$ cat src/rtl/id_ex_stage_if.sv
// ID/EX stage bundle: decoded ID-side inputs, flush request, and the
// registered EX-side outputs plus stall enables and statistics.
interface id_ex_stage_if #(
    parameter int DATA_W = 32,
    parameter int REG_AW = 5
);
    logic [5:0]        id_opcode;
    logic [10:0]       id_ctrl;
    logic [REG_AW-1:0] id_rs;
    logic [REG_AW-1:0] id_rt;
    logic [REG_AW-1:0] id_rd;
    logic [DATA_W-1:0] id_rdata1;
    logic [DATA_W-1:0] id_rdata2;
    logic [DATA_W-1:0] id_imm;
    logic [DATA_W-1:0] id_pc4;
    logic              ex_flush;
    logic [10:0]       ex_ctrl;
    logic [REG_AW-1:0] ex_rs;
    logic [REG_AW-1:0] ex_rt;
    logic [REG_AW-1:0] ex_rd;
    logic [DATA_W-1:0] ex_rdata1;
    logic [DATA_W-1:0] ex_rdata2;
    logic [DATA_W-1:0] ex_imm;
    logic [DATA_W-1:0] ex_pc4;
    logic              pc_write;
    logic              ifid_write;
    logic              illegal_op;
    logic [15:0]       bubble_cnt;
    logic [15:0]       flush_cnt;

    modport master (
        output id_opcode, id_ctrl, id_rs, id_rt, id_rd,
        output id_rdata1, id_rdata2, id_imm, id_pc4, ex_flush,
        input  ex_ctrl, ex_rs, ex_rt, ex_rd,
        input  ex_rdata1, ex_rdata2, ex_imm, ex_pc4,
        input  pc_write, ifid_write, illegal_op, bubble_cnt, flush_cnt
    );

    modport slave (
        input  id_opcode, id_ctrl, id_rs, id_rt, id_rd,
        input  id_rdata1, id_rdata2, id_imm, id_pc4, ex_flush,
        output ex_ctrl, ex_rs, ex_rt, ex_rd,
        output ex_rdata1, ex_rdata2, ex_imm, ex_pc4,
        output pc_write, ifid_write, illegal_op, bubble_cnt, flush_cnt
    );
endinterface

$ cat src/rtl/id_ex_stage.sv
// ID/EX pipeline register of the 5-stage MIPS core. Detects load-use
// hazards, inserts bubbles for hazards/flushes/illegal opcodes and drives
// the PC and IF/ID stall enables. Optional statistics counters are built
// when ID_EX_HAZARD_STATS_EN is defined; otherwise the counter ports read 0.
module id_ex_stage #(
    parameter int DATA_W = 32,
    parameter int REG_AW = 5
) (
    input logic          clk,
    input logic          rst_n,
    id_ex_stage_if.slave bus
);
    // Control word bit position of mem_read in {reg_dst,alu_src,mem_to_reg,
    // reg_write,mem_read,mem_write,branch,jump,alu_op[1:0],zero_extnd}.
    localparam int MEM_READ_BIT = 6;

    logic [10:0]       ex_ctrl_q, ex_ctrl_d;
    logic [REG_AW-1:0] ex_rs_q, ex_rt_q, ex_rd_q;
    logic [DATA_W-1:0] ex_rdata1_q, ex_rdata2_q, ex_imm_q, ex_pc4_q;
    logic              illegal_op_q, illegal_op_d;
    logic              legal;
    logic              uses_rt;
    logic              hazard;

    // Opcode classification: implemented opcodes and which read rt.
    always_comb begin
        legal   = 1'b0;
        uses_rt = 1'b0;
        case (bus.id_opcode)
            6'd0:  begin legal = 1'b1; uses_rt = 1'b1; end
            6'd43: begin legal = 1'b1; uses_rt = 1'b1; end
            6'd4:  begin legal = 1'b1; uses_rt = 1'b1; end
            6'd35: legal = 1'b1;
            6'd2:  legal = 1'b1;
            6'd13: legal = 1'b1;
            default: begin legal = 1'b0; uses_rt = 1'b0; end
        endcase
    end

    // Load-use hazard against the load currently in EX; r0 never conflicts.
    always_comb begin
        hazard = ex_ctrl_q[MEM_READ_BIT] && (ex_rt_q != '0) &&
                 ((ex_rt_q == bus.id_rs) || (uses_rt && (ex_rt_q == bus.id_rt)));
    end

    // Next control word and sticky illegal flag; flush beats hazard beats illegal.
    always_comb begin
        ex_ctrl_d    = '0;
        illegal_op_d = illegal_op_q;
        if (bus.ex_flush) begin
            ex_ctrl_d = '0;
        end else if (hazard) begin
            ex_ctrl_d = '0;
        end else if (!legal) begin
            ex_ctrl_d    = '0;
            illegal_op_d = 1'b1;
        end else begin
            ex_ctrl_d = bus.id_ctrl;
        end
    end

    // Pipeline register; data fields load every cycle regardless of bubbles.
    always_ff @(posedge clk or negedge rst_n) begin
        if (!rst_n) begin
            ex_ctrl_q    <= '0;
            ex_rs_q      <= '0;
            ex_rt_q      <= '0;
            ex_rd_q      <= '0;
            ex_rdata1_q  <= '0;
            ex_rdata2_q  <= '0;
            ex_imm_q     <= '0;
            ex_pc4_q     <= '0;
            illegal_op_q <= 1'b0;
        end else begin
            ex_ctrl_q    <= ex_ctrl_d;
            ex_rs_q      <= bus.id_rs;
            ex_rt_q      <= bus.id_rt;
            ex_rd_q      <= bus.id_rd;
            ex_rdata1_q  <= bus.id_rdata1;
            ex_rdata2_q  <= bus.id_rdata2;
            ex_imm_q     <= bus.id_imm;
            ex_pc4_q     <= bus.id_pc4;
            illegal_op_q <= illegal_op_d;
        end
    end

    assign bus.ex_ctrl    = ex_ctrl_q;
    assign bus.ex_rs      = ex_rs_q;
    assign bus.ex_rt      = ex_rt_q;
    assign bus.ex_rd      = ex_rd_q;
    assign bus.ex_rdata1  = ex_rdata1_q;
    assign bus.ex_rdata2  = ex_rdata2_q;
    assign bus.ex_imm     = ex_imm_q;
    assign bus.ex_pc4     = ex_pc4_q;
    assign bus.illegal_op = illegal_op_q;

    // A flush cancels the stall so the fetch redirect is not held off.
    assign bus.pc_write   = ~(hazard & ~bus.ex_flush);
    assign bus.ifid_write = ~(hazard & ~bus.ex_flush);

`ifdef ID_EX_HAZARD_STATS_EN
    logic [15:0] bubble_cnt_q, bubble_cnt_d;
    logic [15:0] flush_cnt_q, flush_cnt_d;
    logic        bubble_ins;

    // Saturating statistics: hazard/illegal bubbles and flush cycles.
    always_comb begin
        bubble_ins   = ~bus.ex_flush & (hazard | ~legal);
        bubble_cnt_d = bubble_cnt_q;
        flush_cnt_d  = flush_cnt_q;
        if (bubble_ins && (bubble_cnt_q != 16'hFFFF)) begin
            bubble_cnt_d = bubble_cnt_q + 16'd1;
        end
        if (bus.ex_flush && (flush_cnt_q != 16'hFFFF)) begin
            flush_cnt_d = flush_cnt_q + 16'd1;
        end
    end

    // Statistics registers.
    always_ff @(posedge clk or negedge rst_n) begin
        if (!rst_n) begin
            bubble_cnt_q <= '0;
            flush_cnt_q  <= '0;
        end else begin
            bubble_cnt_q <= bubble_cnt_d;
            flush_cnt_q  <= flush_cnt_d;
        end
    end

    assign bus.bubble_cnt = bubble_cnt_q;
    assign bus.flush_cnt  = flush_cnt_q;
`else
    assign bus.bubble_cnt = '0;
    assign bus.flush_cnt  = '0;
`endif
endmodule

$ cat src/flat_wrapper.sv
// flat-port wrapper written by rule: the top's interface ports become plain ports
module id_ex_stage_flat 
#(
    parameter int DATA_W = 32,
    parameter int REG_AW = 5
)
  (clk, rst_n, bus_id_opcode, bus_id_ctrl, bus_id_rs, bus_id_rt, bus_id_rd, bus_id_rdata1, bus_id_rdata2, bus_id_imm, bus_id_pc4, bus_ex_flush, bus_ex_ctrl, bus_ex_rs, bus_ex_rt, bus_ex_rd, bus_ex_rdata1, bus_ex_rdata2, bus_ex_imm, bus_ex_pc4, bus_pc_write, bus_ifid_write, bus_illegal_op, bus_bubble_cnt, bus_flush_cnt);
  id_ex_stage_if #(.DATA_W(DATA_W), .REG_AW(REG_AW)) bus_i ();
  input logic clk;
  input logic rst_n;
  input wire logic [$bits(bus_i.id_opcode)-1:0] bus_id_opcode;
  input wire logic [$bits(bus_i.id_ctrl)-1:0] bus_id_ctrl;
  input wire logic [$bits(bus_i.id_rs)-1:0] bus_id_rs;
  input wire logic [$bits(bus_i.id_rt)-1:0] bus_id_rt;
  input wire logic [$bits(bus_i.id_rd)-1:0] bus_id_rd;
  input wire logic [$bits(bus_i.id_rdata1)-1:0] bus_id_rdata1;
  input wire logic [$bits(bus_i.id_rdata2)-1:0] bus_id_rdata2;
  input wire logic [$bits(bus_i.id_imm)-1:0] bus_id_imm;
  input wire logic [$bits(bus_i.id_pc4)-1:0] bus_id_pc4;
  input wire logic [$bits(bus_i.ex_flush)-1:0] bus_ex_flush;
  output wire logic [$bits(bus_i.ex_ctrl)-1:0] bus_ex_ctrl;
  output wire logic [$bits(bus_i.ex_rs)-1:0] bus_ex_rs;
  output wire logic [$bits(bus_i.ex_rt)-1:0] bus_ex_rt;
  output wire logic [$bits(bus_i.ex_rd)-1:0] bus_ex_rd;
  output wire logic [$bits(bus_i.ex_rdata1)-1:0] bus_ex_rdata1;
  output wire logic [$bits(bus_i.ex_rdata2)-1:0] bus_ex_rdata2;
  output wire logic [$bits(bus_i.ex_imm)-1:0] bus_ex_imm;
  output wire logic [$bits(bus_i.ex_pc4)-1:0] bus_ex_pc4;
  output wire logic [$bits(bus_i.pc_write)-1:0] bus_pc_write;
  output wire logic [$bits(bus_i.ifid_write)-1:0] bus_ifid_write;
  output wire logic [$bits(bus_i.illegal_op)-1:0] bus_illegal_op;
  output wire logic [$bits(bus_i.bubble_cnt)-1:0] bus_bubble_cnt;
  output wire logic [$bits(bus_i.flush_cnt)-1:0] bus_flush_cnt;
  assign bus_i.id_opcode = bus_id_opcode;
  assign bus_i.id_ctrl = bus_id_ctrl;
  assign bus_i.id_rs = bus_id_rs;
  assign bus_i.id_rt = bus_id_rt;
  assign bus_i.id_rd = bus_id_rd;
  assign bus_i.id_rdata1 = bus_id_rdata1;
  assign bus_i.id_rdata2 = bus_id_rdata2;
  assign bus_i.id_imm = bus_id_imm;
  assign bus_i.id_pc4 = bus_id_pc4;
  assign bus_i.ex_flush = bus_ex_flush;
  assign bus_ex_ctrl = bus_i.ex_ctrl;
  assign bus_ex_rs = bus_i.ex_rs;
  assign bus_ex_rt = bus_i.ex_rt;
  assign bus_ex_rd = bus_i.ex_rd;
  assign bus_ex_rdata1 = bus_i.ex_rdata1;
  assign bus_ex_rdata2 = bus_i.ex_rdata2;
  assign bus_ex_imm = bus_i.ex_imm;
  assign bus_ex_pc4 = bus_i.ex_pc4;
  assign bus_pc_write = bus_i.pc_write;
  assign bus_ifid_write = bus_i.ifid_write;
  assign bus_illegal_op = bus_i.illegal_op;
  assign bus_bubble_cnt = bus_i.bubble_cnt;
  assign bus_flush_cnt = bus_i.flush_cnt;
  id_ex_stage #(.DATA_W(DATA_W), .REG_AW(REG_AW)) u_core (.clk(clk), .rst_n(rst_n), .bus(bus_i));
endmodule
$ cat config.mk
export PLATFORM = sky130hd
export DESIGN_NAME = id_ex_stage_flat
export DESIGN_NICKNAME = d
export VERILOG_FILES = /design/src/rtl/id_ex_stage_if.sv /design/src/rtl/id_ex_stage.sv /design/src/flat_wrapper.sv
export SDC_FILE = /design/constraint.sdc
export NUM_CORES = 1
export LEC_CHECK = 0
export BUFFER_PORTS_ARGS = -buffer_cell sky130_fd_sc_hd__buf_2
export CAP_MARGIN = 10
export CORE_AREA = 8 8 131 133
export CTS_CLUSTER_SIZE = 12
export DETAILED_ROUTE_END_ITERATION = 10
export DIE_AREA = 0 0 139 141
export RECOVER_POWER = 25
export SKIP_CTS_REPAIR_TIMING = 1
export SYNTH_ARGS = -nofsm -noshare
export SYNTH_HDL_FRONTEND = slang
export SYNTH_SLANG_ARGS = --single-unit
$ cat constraint.sdc
create_clock -name clk -period 6.1 [get_ports clk]
set_input_delay 1.525 -clock clk [delete_from_list [all_inputs] [get_ports clk]]
set_output_delay 1.525 -clock clk [all_outputs]
set_load 0.02 [all_outputs]
==> Yosys cells after proc, flatten, opt, wreduce, memory -nomap -nowiden <==
Index checks and enable logic that the tools add are counted.
{ "word_totals": {"wordCells": 35, "inputBits": 163, "output_inout_bits": 189, "register_bits": 155} }
{ "classes": {"mux": 5, "bitwise": 5, "n_eq_ne": 7, "n_reduce_logical": 9} }
{ "op_table": {"columns": ["op", "n"], "rows": [
  ["2-to-1 mux 11 bit", 3],
  ["equality test 6 bit (second input constant)", 2],
  ["equality test 5 bit", 2],
  ["equality test 6 x 2 -> 1 bit (second input constant)", 1],
  ["equality test 6 x 3 -> 1 bit (second input constant)", 1],
  ["equality test 6 x 4 -> 1 bit (second input constant)", 1],
  ["logical NOT 6 bit", 1],
  ["OR reduction 6 bit", 1],
  ["nonzero test 5 bit", 1],
  ["NOT 1 bit", 4],
  ["logical AND 1 bit", 3],
  ["AND reduction 3 bit", 1],
  ["OR reduction 3 bit", 1],
  ["2-to-1 mux 1 bit", 2],
  ["bitwise AND 1 bit", 1],
  ["logical OR 1 bit", 1]
]} }

==> Longest topological paths before layout <==
Gate-level depths: netlist of run 1.
{ "logic_depth": {"word_depth": 8, "depth_mapped": 6, "mapped_depth_nobuf": 4} }

==> Least setup slack after synthesis of run 1 <==
OpenSTA, ideal clock, no wires.
{ "synth_path": {"kind": "input to output", "from": "input port bus_id_rt[0]", "to": "output port bus_pc_write", "stages": 6, "path_buffers": 2, "t_required_ps": 4575, "slack_ps": 1820, "arrival_time_ps": 2755, "path_cell_list": "xnor2_1 -> nand4_1 -> nor4b_2 -> buf_6 -> o21bai_1 -> buf_4"} }
{ "synth_via": {"elab_chain_cells": 6} }
{ "synth_rtl": {"columns": ["element", "line", "text"], "rows": [
  ["start, declared", "flat_wrapper.sv:14", "input wire logic [$bits(bus_i.id_rt)-1:0] bus_id_rt;"],
  ["equality test 5 bit", "id_ex_stage.sv:43", "((ex_rt_q == bus.id_rs) || (uses_rt && (ex_rt_q == bus.id_rt)));"],
  ["logical AND 1 bit", "id_ex_stage.sv:43", null],
  ["logical OR 1 bit", "id_ex_stage.sv:43", null],
  ["logical AND 1 bit", "id_ex_stage.sv:42", "hazard = ex_ctrl_q[MEM_READ_BIT] && (ex_rt_q != '0) &&"],
  ["bitwise AND 1 bit", null, null],
  ["NOT 1 bit", null, null],
  ["end, declared", "flat_wrapper.sv:29", "output wire logic [$bits(bus_i.pc_write)-1:0] bus_pc_write;"]
]} }
No other way between the ends.

==> Worst setup path after layout of run 1 <==
{ "layout_path": {"from": "input port bus_id_rt[0]", "to": "output port bus_ifid_write"} }
{ "layout_via": {"elab_chain_cells": 6} }
{ "layout_rtl": {"columns": ["element", "line", "text"], "rows": [
  ["equality test 5 bit", "id_ex_stage.sv:43", null],
  ["logical AND 1 bit", "id_ex_stage.sv:43", null],
  ["logical OR 1 bit", "id_ex_stage.sv:43", null],
  ["logical AND 1 bit", "id_ex_stage.sv:42", null],
  ["bitwise AND 1 bit", "id_ex_stage.sv:99", "assign bus.ifid_write = ~(hazard & ~bus.ex_flush);"],
  ["NOT 1 bit", "id_ex_stage.sv:99", null],
  ["end, declared", "flat_wrapper.sv:30", "output wire logic [$bits(bus_i.ifid_write)-1:0] bus_ifid_write;"]
]} }
No other way between the ends.

==> results of run 1 <==
## layout by cell type (no fill, tap or decap), types with 2 or more instances in the layout
| cell | synthesis | layout |
|---|---|---|
| sky130_fd_sc_hd__buf_2 | 1 | 318 |
| sky130_fd_sc_hd__dfrtp_1 | 155 | 155 |
| sky130_fd_sc_hd__conb_1 | 1 | 32 |
| sky130_fd_sc_hd__clkbuf_16 | 0 | 17 |
| sky130_fd_sc_hd__nand2b_1 | 11 | 11 |
| sky130_fd_sc_hd__nor4_2 | 9 | 8 |
| sky130_fd_sc_hd__xnor2_1 | 7 | 7 |
| sky130_fd_sc_hd__clkinvlp_4 | 0 | 4 |
| sky130_fd_sc_hd__inv_6 | 0 | 4 |
| sky130_fd_sc_hd__buf_4 | 33 | 4 |
| sky130_fd_sc_hd__xor2_1 | 3 | 3 |
| sky130_fd_sc_hd__nor2_1 | 3 | 3 |
| sky130_fd_sc_hd__bufinv_16 | 0 | 3 |
| sky130_fd_sc_hd__nand3_1 | 2 | 2 |
| sky130_fd_sc_hd__nor4_4 | 1 | 2 |
| sky130_fd_sc_hd__nand4_1 | 2 | 2 |
| sky130_fd_sc_hd__o21bai_1 | 2 | 2 |
| sky130_fd_sc_hd__nor4_1 | 2 | 2 |
| sky130_fd_sc_hd__inv_8 | 0 | 2 |
## power groups by stage
stage	Sequential, uW	Combinational, uW	Clock [uW]
after floorplan	1180	48.5	0
after global placement	1110	235	0
after detailed placement	1110	238	0
after CTS	1090	239	1120
after global routing	1100	253	1170
final	1090	235	1090
## critical path: stages
cell,delay [ns]
sky130_fd_sc_hd__buf_2,0.11
sky130_fd_sc_hd__xnor2_1,0.16
sky130_fd_sc_hd__nand4_1,0.18
sky130_fd_sc_hd__nor4b_4,0.28
sky130_fd_sc_hd__buf_4,0.26
sky130_fd_sc_hd__o21bai_1,0.10
sky130_fd_sc_hd__buf_2,0.17
## layer usage
layer,GRT usage [%],up-vias,part of all wire [%]
li1,-,1409,-
met1,16.01,1525,38
met2,25.50,184,53
met3,5.841,18,8.2
met4,5.893,0,1.5
met5,0,-,0
## cell type report
cell class,count,area (um2)
timing repair buffer,323,1633
multi-input combinational,84,573.1
clock inverter,14,182.7
clock buffer,18,439.2
tap,188,235.2
inverter,1,3.754
sequential,155,3879
fill,1362,8031
## flip-flops by register name, summed over array words and instances, names as in the netlist, 5 cells and up
register and cells:
u_core.bus.ex_imm 32, u_core.bus.ex_rs 5, u_core.bus.ex_rdata1 32, u_core.bus.ex_ctrl 11, u_core.bus.ex_rd 5, u_core.bus.ex_rt 5, u_core.bus.ex_pc4 32, u_core.bus.ex_rdata2 32
## through the flow
stage	cell area [um2]	hold WS, ns	worst slack, ns	total power, uW	std cells
floorplan	4717	0.5714	1.820	1225	277
global placement	6316	0.4461	1.737	1344	750
detailed placement	6316	0.4675	1.734	1349	750
CTS	6938	0.4900	1.741	2454	782
global route	6945	0.5059	1.654	2519	783
finish	6945	0.4778	1.781	2420	783
## cell families (layout without fill, tap and decap cells)
| family | count (synthesis) | after routing | share of synthesized area, % |
|---|---|---|---|
| and+or+nand+nor | 34 | 34 | 6.174 |
| AOI/OAI and AO/OA | 8 | 8 | 1.387 |
| buffers and inverters | 38 | 356 | 6.146 |
| DFF | 155 | 155 | 84.31 |
| other | 1 | 32 | 0.08151 |
| xor gates and xnor gates | 10 | 10 | 1.904 |
## worst max path at each step
stage	endpoint	cells past startpoint
3_3_place_gp	bus_pc_write	7
4_1_cts	bus_pc_write	7
6_report	bus_ifid_write	7
5_1_grt	bus_pc_write	7
2_1_floorplan	bus_pc_write	6
3_5_place_dp	bus_pc_write	7
==> run summary, run 1 <==
## STA
• 0 — count of endpoints failing setup in the final report
• no — unrepaired setup endpoints after global routing
• 70.80% — post-route fraction of the period consumed by the critical path
• 0 — count of final max-slew check failures
• 4.319 ns — time the worst path needs with I/O delays and setup
• 231.5 MHz — Peak Freq
• 38.46% — relative slew slack
• 0 — endpoints failing hold
• 0 ns — summed negative setup slack over all endpoints
• 0.004865 ns — largest clock skew in the final design
• 0.9231 ns — slew of the pin with the lowest slew margin

## Pwr
• 348.4 mW/mm2 — PwrDens
• 45.2% — clock power share
• 24.73% — Switching Share
• 45.1% — sequential power share
• 9.7% — combinational cell fraction of total power
• 598.4 uW — net switching component of the power
• 1821 uW — cell-internal power
• 0.003645 uW — leakage power figure
• 0.1611 mV — peak ir drop on the vdd network

## Drt
• 14530 um — total length of routed wires
• 81 — first-iteration detailed-routing DRC count
• 4.005 — number of vias per cell after detailed routing
• 4 — first drt pass iteration count
• 3136 — number of vias in the routed layout
• 0 — count of unresolved DRC violations after routing
• 18.56 um — Wirelength per Cell
• 0 — remaining antenna violation count

## Run
• 0 — max-cap viol count

## CTS
• 2 — Clock Tree Buf Depth
• 17 — cts bufs inserted
• 0.06 ns — clock transition time at the flip-flop clock pins of the worst setup and hold paths
• 0.41 ns — source-to-sink clock delay at the later pin of the worst-skew pair
• 4 — H-tree levels
• done — clock tree from TritonCTS
• 155 — CTS sink count
• sky130_fd_sc_hd__clkbuf_16 — clock root buffer

## Min path
• reg -> reg — worst min-delay path category
• u_core.bus.illegal_op — hold path startpoint
• 2 — hold path depth
• u_core.bus.illegal_op — end point of the most critical hold path

## Setup path
• in -> out — Crit Path Class
• 2.79 ns — arrival time at the worst endpoint
• 13 — peak fanout along the critical path
• 4.14 ns — Worst R2R Setup Slack
• u_core.bus.ex_rt[1] — r2r startpoint
• 5 — depth of the worst register-to-register path
• 4.58 ns — data required time of the worst path
• u_core.bus.illegal_op — worst r2r dst
• primary input — kind of start point of the critical path
• bus_id_rt[0] — Crit. Startpoint
• primary output — nature of the critical path endpoint

## Die
• 352 — I/O pin count
• 45 — standard-cell row count
• 0.01960 mm2 — Die ar.
• 0.01498 mm2 — area of the placeable core
• 30.72% — starting density of the core
• 141 um — overall die height
• 139 um — die outline width

## Place
• 0.7965 — final estimated routing congestion in global placement
• 11900 um — DP HPWL
• 319 — Port Buf Inserts

## Logic synthesis
• sky130_fd_sc_hd__dfrtp_1 — most common cell in the netlist
• 18.70 um2 — mean instance size in the synthesized netlist
• 84.31% — Yosys top cell area share
• 0 — number of enable-type register cells in the synthesized netlist
• 246 — Syn Inst Count
• 155 — flop and latch count out of synthesis
• 100.0% — ys async rst share
• 84.31% — sequential-to-total area share from yosys stat
• 0 — Synth Warn #
• sky130_fd_sc_hd__dfrtp_1 — cell type with the largest total area after synthesis
• sky130_fd_sc_hd__dfrtp_1, sky130_fd_sc_hd__buf_4, sky130_fd_sc_hd__nand2b_1 — most frequent cells after synthesis
• sky130_fd_sc_hd__dfrtp_1, sky130_fd_sc_hd__buf_4, sky130_fd_sc_hd__nor4_2 — cell types occupying the most area after synthesis
• sky130_fd_sc_hd__dfrtp_1 — dominant synthesized flop cell
• 27 — Netlist cell types
• 0.004601 mm2 — Post-Synthesis Cell Area

## Global route
• 0 — number of antenna violations at the first check in global routing
• 0 — total congestion overflow after global routing
• 14.75% — overall routing resource usage
• 105 — maximum number of pins on one net before global-route repair
• 21860 um — wire length of the first global-routing pass
• 3585 — vias in the first global route

## Layout
• 61.85% — share of layout cells above drive strength 1
• 46.37% — core utilization of the finished layout
• 0 — Antenna diodes
• 745 — final-stage net count
• 50.97% — Synth-to-Final Area Change

## Outcome
• complete, no violations — run status

Power figures use the tool's default switching activity.
==> run 2, diff against run 1 <==
--- a/config.mk
+++ b/config.mk
@@ -5,12 +5,14 @@
 export SDC_FILE = /design/constraint.sdc
 export NUM_CORES = 1
 export LEC_CHECK = 0
+export ABC_AREA = 1
 export BUFFER_PORTS_ARGS = -buffer_cell sky130_fd_sc_hd__buf_2
 export CAP_MARGIN = 10
-export CORE_AREA = 8 8 131 133
+export CORE_AREA = 8 8 130 132
 export CTS_CLUSTER_SIZE = 12
 export DETAILED_ROUTE_END_ITERATION = 10
-export DIE_AREA = 0 0 139 141
+export DIE_AREA = 0 0 138 140
+export PLACE_DENSITY = 0.67
 export RECOVER_POWER = 25
 export SKIP_CTS_REPAIR_TIMING = 1
 export SYNTH_ARGS = -nofsm -noshare
==> constraint.sdc (replaced) <==
create_clock -name clk -period 3.65 [get_ports clk]
set_input_delay 0.9125 -clock clk [delete_from_list [all_inputs] [get_ports clk]]
set_output_delay 0.9125 -clock clk [all_outputs]
set_load 0.02 [all_outputs]
==> run 2 against run 1 <==
  * Global-route usage up 0.27 points
  * Utilization shrank 0.20 points
  * Register-to-register slack got worse by 2.0 ns
  * Sequential power up 68%
  * Synthesized cell count rose by 11%
  * Sequential share of layout area increased by 0.66 points
  * Cell count grew 3.4%
  * Largest power group unchanged
  * Highest routed layer unchanged
==> run summary, run 2 <==
## Setup path
• 3 — peak fanout along the critical path
• primary input — kind of start point of the critical path
• bus_id_rs[1] — Crit. Startpoint
• 1.97 ns — arrival time at the worst endpoint
• primary output — nature of the critical path endpoint
• u_core.bus.ex_rt[1] — r2r startpoint
• in -> out — Crit Path Class
• 2.74 ns — data required time of the worst path

## Global route
• 2 — number of antenna violations at the first check in global routing
• 62 — maximum number of pins on one net before global-route repair
• 15.02% — overall routing resource usage
• 3699 — vias in the first global route
• 0 — total congestion overflow after global routing
• 22220 um — wire length of the first global-routing pass

## Layout
• 452.9 um2 — area of the multi-input gates
• 57.42% — share of layout cells above drive strength 1
• sky130_fd_sc_hd__buf_2, sky130_fd_sc_hd__dfrtp_1, sky130_fd_sc_hd__conb_1, sky130_fd_sc_hd__nand2_1, sky130_fd_sc_hd__nor2_1 — highest-count cells in the layout ignoring fill and taps
• 0.003879 mm2 — combined flip-flop and latch cell area
• sky130_fd_sc_hd__buf_2 — commonest non-fill, non-tap cell in the layout
• 1375 — Layout fillers
• 51.25% — Synth-to-Final Area Change
• 771 — final-stage net count

## Pwr
• 584.8 mW/mm2 — PwrDens
• 24.76% — Switching Share
• 3020 uW — cell-internal power
• 993.9 uW — net switching component of the power
• 9.6% — combinational cell fraction of total power
• 45.5% — sequential power share
• 0.003725 uW — leakage power figure
• 0.2628 mV — peak ir drop on the vdd network
• 44.9% — clock power share

## CTS
• 2 — Clock Tree Buf Depth
• done — clock tree from TritonCTS
• 4 — H-tree levels
• 155 — CTS sink count
• 0.06 ns — clock transition time at the flip-flop clock pins of the worst setup and hold paths
• sky130_fd_sc_hd__clkbuf_16 — clock root buffer
• 0.41 ns — source-to-sink clock delay at the later pin of the worst-skew pair
• 17 — cts bufs inserted

## Outcome
• complete, no violations — run status

## STA
• 0 ns — summed negative setup slack over all endpoints
• 347.4 MHz — Peak Freq
• 0.4578 ns — worst-case hold slack
• 0.7718 ns — final worst slack
• no — unrepaired setup endpoints after global routing
• 78.85% — post-route fraction of the period consumed by the critical path
• 0.002149 ns — largest clock skew in the final design
• 0 — count of final max-slew check failures
• 0 — count of endpoints failing setup in the final report
• 0.5416 ns — slew of the pin with the lowest slew margin
• 0 — endpoints failing hold
• 63.89% — relative slew slack
• 2.878 ns — time the worst path needs with I/O delays and setup

## Logic synthesis
• 0.004538 mm2 — Post-Synthesis Cell Area
• 155 — flop and latch count out of synthesis
• 16.68 um2 — mean instance size in the synthesized netlist
• sky130_fd_sc_hd__dfrtp_1, sky130_fd_sc_hd__buf_4, sky130_fd_sc_hd__nand2_1 — cell types occupying the most area after synthesis
• 272 — Syn Inst Count
• sky130_fd_sc_hd__dfrtp_1 — cell type with the largest total area after synthesis
• sky130_fd_sc_hd__dfrtp_1 — dominant synthesized flop cell
• 0 — number of enable-type register cells in the synthesized netlist
• 0 — Synth Warn #
• 18 — Netlist cell types
• 85.47% — sequential-to-total area share from yosys stat
• sky130_fd_sc_hd__dfrtp_1, sky130_fd_sc_hd__buf_4, sky130_fd_sc_hd__nand2_1 — most frequent cells after synthesis
• 100.0% — ys async rst share
• 85.47% — Yosys top cell area share
• sky130_fd_sc_hd__dfrtp_1 — most common cell in the netlist

## Drt
• 3220 — number of vias in the routed layout
• 14710 um — total length of routed wires
• 18.16 um — Wirelength per Cell
• 0 — remaining antenna violation count
• 4 — first drt pass iteration count
• 88 — first-iteration detailed-routing DRC count
• 3.975 — number of vias per cell after detailed routing
• 0 — count of unresolved DRC violations after routing

## Run
• 0 — max-cap viol count

## Die
• 0.01486 mm2 — area of the placeable core
• 30.53% — starting density of the core
• 352 — I/O pin count
• 138 um — die outline width
• 0.01932 mm2 — Die ar.
• 140 um — overall die height
• 45 — standard-cell row count

## Place
• 0.7435 ns — worst slack after detailed placement
• 319 — Port Buf Inserts
• 0.8045 — final estimated routing congestion in global placement
• 12140 um — DP HPWL

## Min path
• in -> async — worst min-delay path category

[run 2: cell types whose count changed after synthesis, sizes merged, moves of 2 or more]
cell / change
inv: +11
nand2: +20
nand2b: -11
nand3: +13
nand4: -2
nor2: +16
nor3: +2
nor4: -12
o21bai: -2
xnor2: -5
xor2: +2
[run 2: worst max-delay path, stage by stage]
cell	delay, ns
sky130_fd_sc_hd__buf_2	0.11
sky130_fd_sc_hd__or2_0	0.19
sky130_fd_sc_hd__a21oi_1	0.18
sky130_fd_sc_hd__nand3_1	0.11
sky130_fd_sc_hd__nand2_1	0.08
sky130_fd_sc_hd__nand2_1	0.07
sky130_fd_sc_hd__inv_1	0.08
sky130_fd_sc_hd__nand2_1	0.07
sky130_fd_sc_hd__buf_2	0.18
[run 2: area by class of cell]
type / count / share of cell area (%)
Timing Repair Buffer: 322 / 23.84
Multi-Input combinational cell: 100 / 6.599
Clock inverter: 14 / 2.698
Antenna cell: 2 / 0.07291
Sequential cell: 155 / 56.51
Inverter: 12 / 0.6562
Tap cell: 188 / 3.427
Clock buffer: 17 / 6.198
[run 2: final timing paths]
path	to	slack, ns	cells after the start
hold / removal	u_core.bus.ex_rdata1[17]	0.46	1
hold reg to reg	u_core.bus.illegal_op	0.48	2
max in group asynchronous	u_core.bus.ex_rdata1[26]	2.30	2
min in group clk	u_core.bus.illegal_op	0.48	2
setup reg to reg	u_core.bus.ex_ctrl[3]	2.15	8
setup / recovery	bus_pc_write	0.77	9
[run 2: power groups by stage]
stage | combinational [uW] | sequential, uW | clock [uW]
finish | 385 | 1830 | 1800
global route | 417 | 1830 | 1930
CTS | 393 | 1830 | 1860
detailed placement | 392 | 1860 | 0
global placement | 385 | 1850 | 0
floorplan | 77.1 | 1970 | 0
[run 2: per-stage QoR]
stage                     util [%]  std cells  power [uW]  area (um2)
after global placement       42.05        777        2239        6250
after floorplan                  -        303        2044        4654
after detailed placement     42.05        777        2249        6250
after global routing         46.16        809        4181        6862
after CTS                    46.15        808        4076        6860
final                        46.18        810        4014        6864
[run 2: logic make-up after synthesis]
| group | synth area share [%] |
|---|---|
| AO/OA/AOI/OAI | 0.4134 |
| XOR/XNOR | 1.351 |
| buffers and inverters | 7.113 |
| flip-flops | 85.47 |
| other | 0.08263 |
| AND/OR/NAND/NOR | 5.570 |
[run 2: per-layer routing]
metal	global-route usage, %	share of wire [%]	wire length, um	vias to the layer above
met2	26.21	54	8008	195
met5	0	0	0	-
li1	-	-	-	1450
met3	6.220	7.8	1144	16
met4	5.664	1.5	216	0
met1	15.91	36	5343	1559
==> run 3, diff against run 2 <==
--- a/config.mk
+++ b/config.mk
@@ -5,14 +5,13 @@
 export SDC_FILE = /design/constraint.sdc
 export NUM_CORES = 1
 export LEC_CHECK = 0
-export ABC_AREA = 1
+export ABC_AREA = 0
 export BUFFER_PORTS_ARGS = -buffer_cell sky130_fd_sc_hd__buf_2
 export CAP_MARGIN = 10
-export CORE_AREA = 8 8 130 132
+export CORE_AREA = 8 8 131 133
 export CTS_CLUSTER_SIZE = 12
 export DETAILED_ROUTE_END_ITERATION = 10
-export DIE_AREA = 0 0 138 140
-export PLACE_DENSITY = 0.67
+export DIE_AREA = 0 0 139 141
 export RECOVER_POWER = 25
 export SKIP_CTS_REPAIR_TIMING = 1
 export SYNTH_ARGS = -nofsm -noshare
==> constraint.sdc (replaced) <==
create_clock -name clk -period 2.7 [get_ports clk]
set_input_delay 0.675 -clock clk [delete_from_list [all_inputs] [get_ports clk]]
set_output_delay 0.675 -clock clk [all_outputs]
set_load 0.02 [all_outputs]
==> run 3 against run 2 <==
  * The run now ends with negative setup slack left
  * Count of clock-buffer cells in the layout grew 2
  * Register-to-register slack lost 1.4 ns
  * Clock power grew 22%
  * Critical endpoint unchanged
  * Largest power group unchanged
  * Highest routed layer unchanged
==> run summary, run 3 (synthesized netlist as in run 1, its figures left out) <==
## Outcome
• finished, violations left — run status
• negative setup slack — violated checks

## Min path
• u_core.bus.ex_imm[3] — end point of the most critical hold path
• bus_id_imm[3] — hold path startpoint
• 1 — hold path depth
• in -> reg — worst min-delay path category

## Global route
• 156 — maximum number of pins on one net before global-route repair
• 21980 um — wire length of the first global-routing pass
• 0 — total congestion overflow after global routing
• 14.84% — overall routing resource usage
• 3600 — vias in the first global route
• 0 — number of antenna violations at the first check in global routing

## CTS
• 2 — Clock Tree Buf Depth
• 0.06 ns — clock transition time at the flip-flop clock pins of the worst setup and hold paths
• sky130_fd_sc_hd__clkbuf_16 — clock root buffer
• 4 — H-tree levels
• 17 — cts bufs inserted
• 155 — CTS sink count
• done — clock tree from TritonCTS
• 0.41 ns — source-to-sink clock delay at the later pin of the worst-skew pair

## STA
• 0.3655 ns — worst-case hold slack
• 2 — count of endpoints failing setup in the final report
• yes — unrepaired setup endpoints after global routing
• -0.07324 ns — summed negative setup slack over all endpoints
• 0 — endpoints failing hold
• 0.005696 ns — largest clock skew in the final design
• 365.3 MHz — Peak Freq
• 46.91% — relative slew slack
• -0.03714 ns — final worst slack
• 0.7964 ns — slew of the pin with the lowest slew margin
• 2.737 ns — time the worst path needs with I/O delays and setup
• 0 — count of final max-slew check failures
• 101.4% — post-route fraction of the period consumed by the critical path

## Setup path
• flip-flop — kind of start point of the critical path
• 0.71 ns — Worst R2R Setup Slack
• sky130_fd_sc_hd__buf_6 — dominant cell type by count on the critical path
• or4_4 > o21ai_4 > nor4_4 > buf_6 > o21bai_4 > buf_6 — cells traversed along the worst timing path
• u_core.bus.illegal_op — worst r2r dst
• 6 — depth of the worst register-to-register path
• 2.03 ns — data required time of the worst path
• sky130_fd_sc_hd__or4_4 — library cell contributing the largest single delay on the critical path
• u_core.bus.ex_rt[3] — r2r startpoint
• 8 — peak fanout along the critical path
• 0.56 ns — largest incremental delay on the critical path
• 2.06 ns — arrival time at the worst endpoint
• primary output — nature of the critical path endpoint
• reg -> out — Crit Path Class

## Die
• 352 — I/O pin count
• 139 um — die outline width
• 141 um — overall die height
• 45 — standard-cell row count
• 0.01960 mm2 — Die ar.
• 0.01498 mm2 — area of the placeable core
• 30.72% — starting density of the core

## Drt
• 68 — first-iteration detailed-routing DRC count
• 14800 um — total length of routed wires
• 0 — count of unresolved DRC violations after routing
• 4 — first drt pass iteration count
• 0 — remaining antenna violation count
• 18.73 um — Wirelength per Cell
• 3.999 — number of vias per cell after detailed routing
• 3159 — number of vias in the routed layout

## Pwr
• 3866 uW — cell-internal power
• 0.3507 mV — peak ir drop on the vdd network
• 10.4% — combinational cell fraction of total power
• 743.9 mW/mm2 — PwrDens
• 0.003673 uW — leakage power figure
• 1337 uW — net switching component of the power
• 42.2% — clock power share
• 47.4% — sequential power share
• 25.70% — Switching Share

## Place
• 0.8281 — final estimated routing congestion in global placement
• 11950 um — DP HPWL
• 319 — Port Buf Inserts

## Layout
• 52.05% — Synth-to-Final Area Change
• 0 — Antenna diodes
• 62.79% — share of layout cells above drive strength 1
• sky130_fd_sc_hd__buf_2, sky130_fd_sc_hd__dfrtp_1, sky130_fd_sc_hd__conb_1, sky130_fd_sc_hd__clkbuf_16, sky130_fd_sc_hd__nand2b_1 — highest-count cells in the layout ignoring fill and taps
• sky130_fd_sc_hd__buf_2 — commonest non-fill, non-tap cell in the layout
• 753 — final-stage net count

## Run
• 0 — max-cap viol count

-- run 3: changes by cell type in the layout (fill, tap and decap cells not counted), sizes merged, moves of 3 or more --
cell | previous run | this run
buf | 321 | 331
bufinv | 3 | 0
inv | 18 | 7
nand2 | 20 | 0
nand2b | 0 | 11
nand3 | 15 | 2
nor2 | 19 | 3
nor4 | 0 | 12
xnor2 | 2 | 7
-- run 3: area by class of cell --
type,count,area [um2]
clock buffer,19,452.9
clock inverter,12,106.4
fill,1370,7981
inverter,1,3.754
multi-input combinational,84,595.6
sequential,155,3880
tap,188,235.2
timing repair buffer,331,1722
-- run 3: per-layer routing --
metal  up-vias  share of wire [%]  track usage (%)
li1       1420                  -                -
met1      1535                 38            16.50
met2       192                 52            25.37
met3        12                8.8            6.347
met4         0               0.89            4.679
met5         -                  0                0
-- run 3: critical path: cells and delay by family (launching register included) --
kind | cells | cell delay, ns
AND/OR/NAND/NOR | 2 | 0.61
flip-flops | 1 | 0.40
AO/OA/AOI/OAI | 2 | 0.36
buffers and inverters | 2 | 0.29
-- run 3: power groups by stage --
stage	clock [uW]	sequential (uW)	combinational (uW)
floorplan	0	2660	110
global route	2360	2470	585
finish	2200	2460	543
global placement	0	2500	538
CTS	2270	2470	544
detailed placement	0	2510	543
-- run 3: worst max path at each step --
stage	start	end	slack [ns]	cells after the start
after floorplan	u_core.bus.ex_rt[1]	bus_pc_write	0.12	6
after global placement	bus_id_rs[1]	bus_ifid_write	-0.15	6
after detailed placement	bus_id_rs[1]	bus_pc_write	-0.18	6
after CTS	u_core.bus.ex_rt[2]	bus_pc_write	-0.32	5
after global routing	u_core.bus.ex_rt[3]	bus_pc_write	-0.1	6
final	u_core.bus.ex_rt[3]	bus_pc_write	-0.04	6
-- run 3: per-stage QoR --
| stage | cell area (um2) | power, uW | std cells | util [%] | setup WS, ns |
|---|---|---|---|---|---|
| after detailed placement | 6325 | 3051 | 749 | 42.23 | -0.1805 |
| final | 6995 | 5204 | 790 | 46.71 | -0.03714 |
| after global routing | 6995 | 5422 | 790 | 46.71 | -0.09607 |
| after floorplan | 4721 | 2769 | 277 | - | 0.1243 |
| after global placement | 6325 | 3042 | 749 | 42.23 | -0.1491 |
| after CTS | 6884 | 5283 | 780 | 45.96 | -0.3245 |
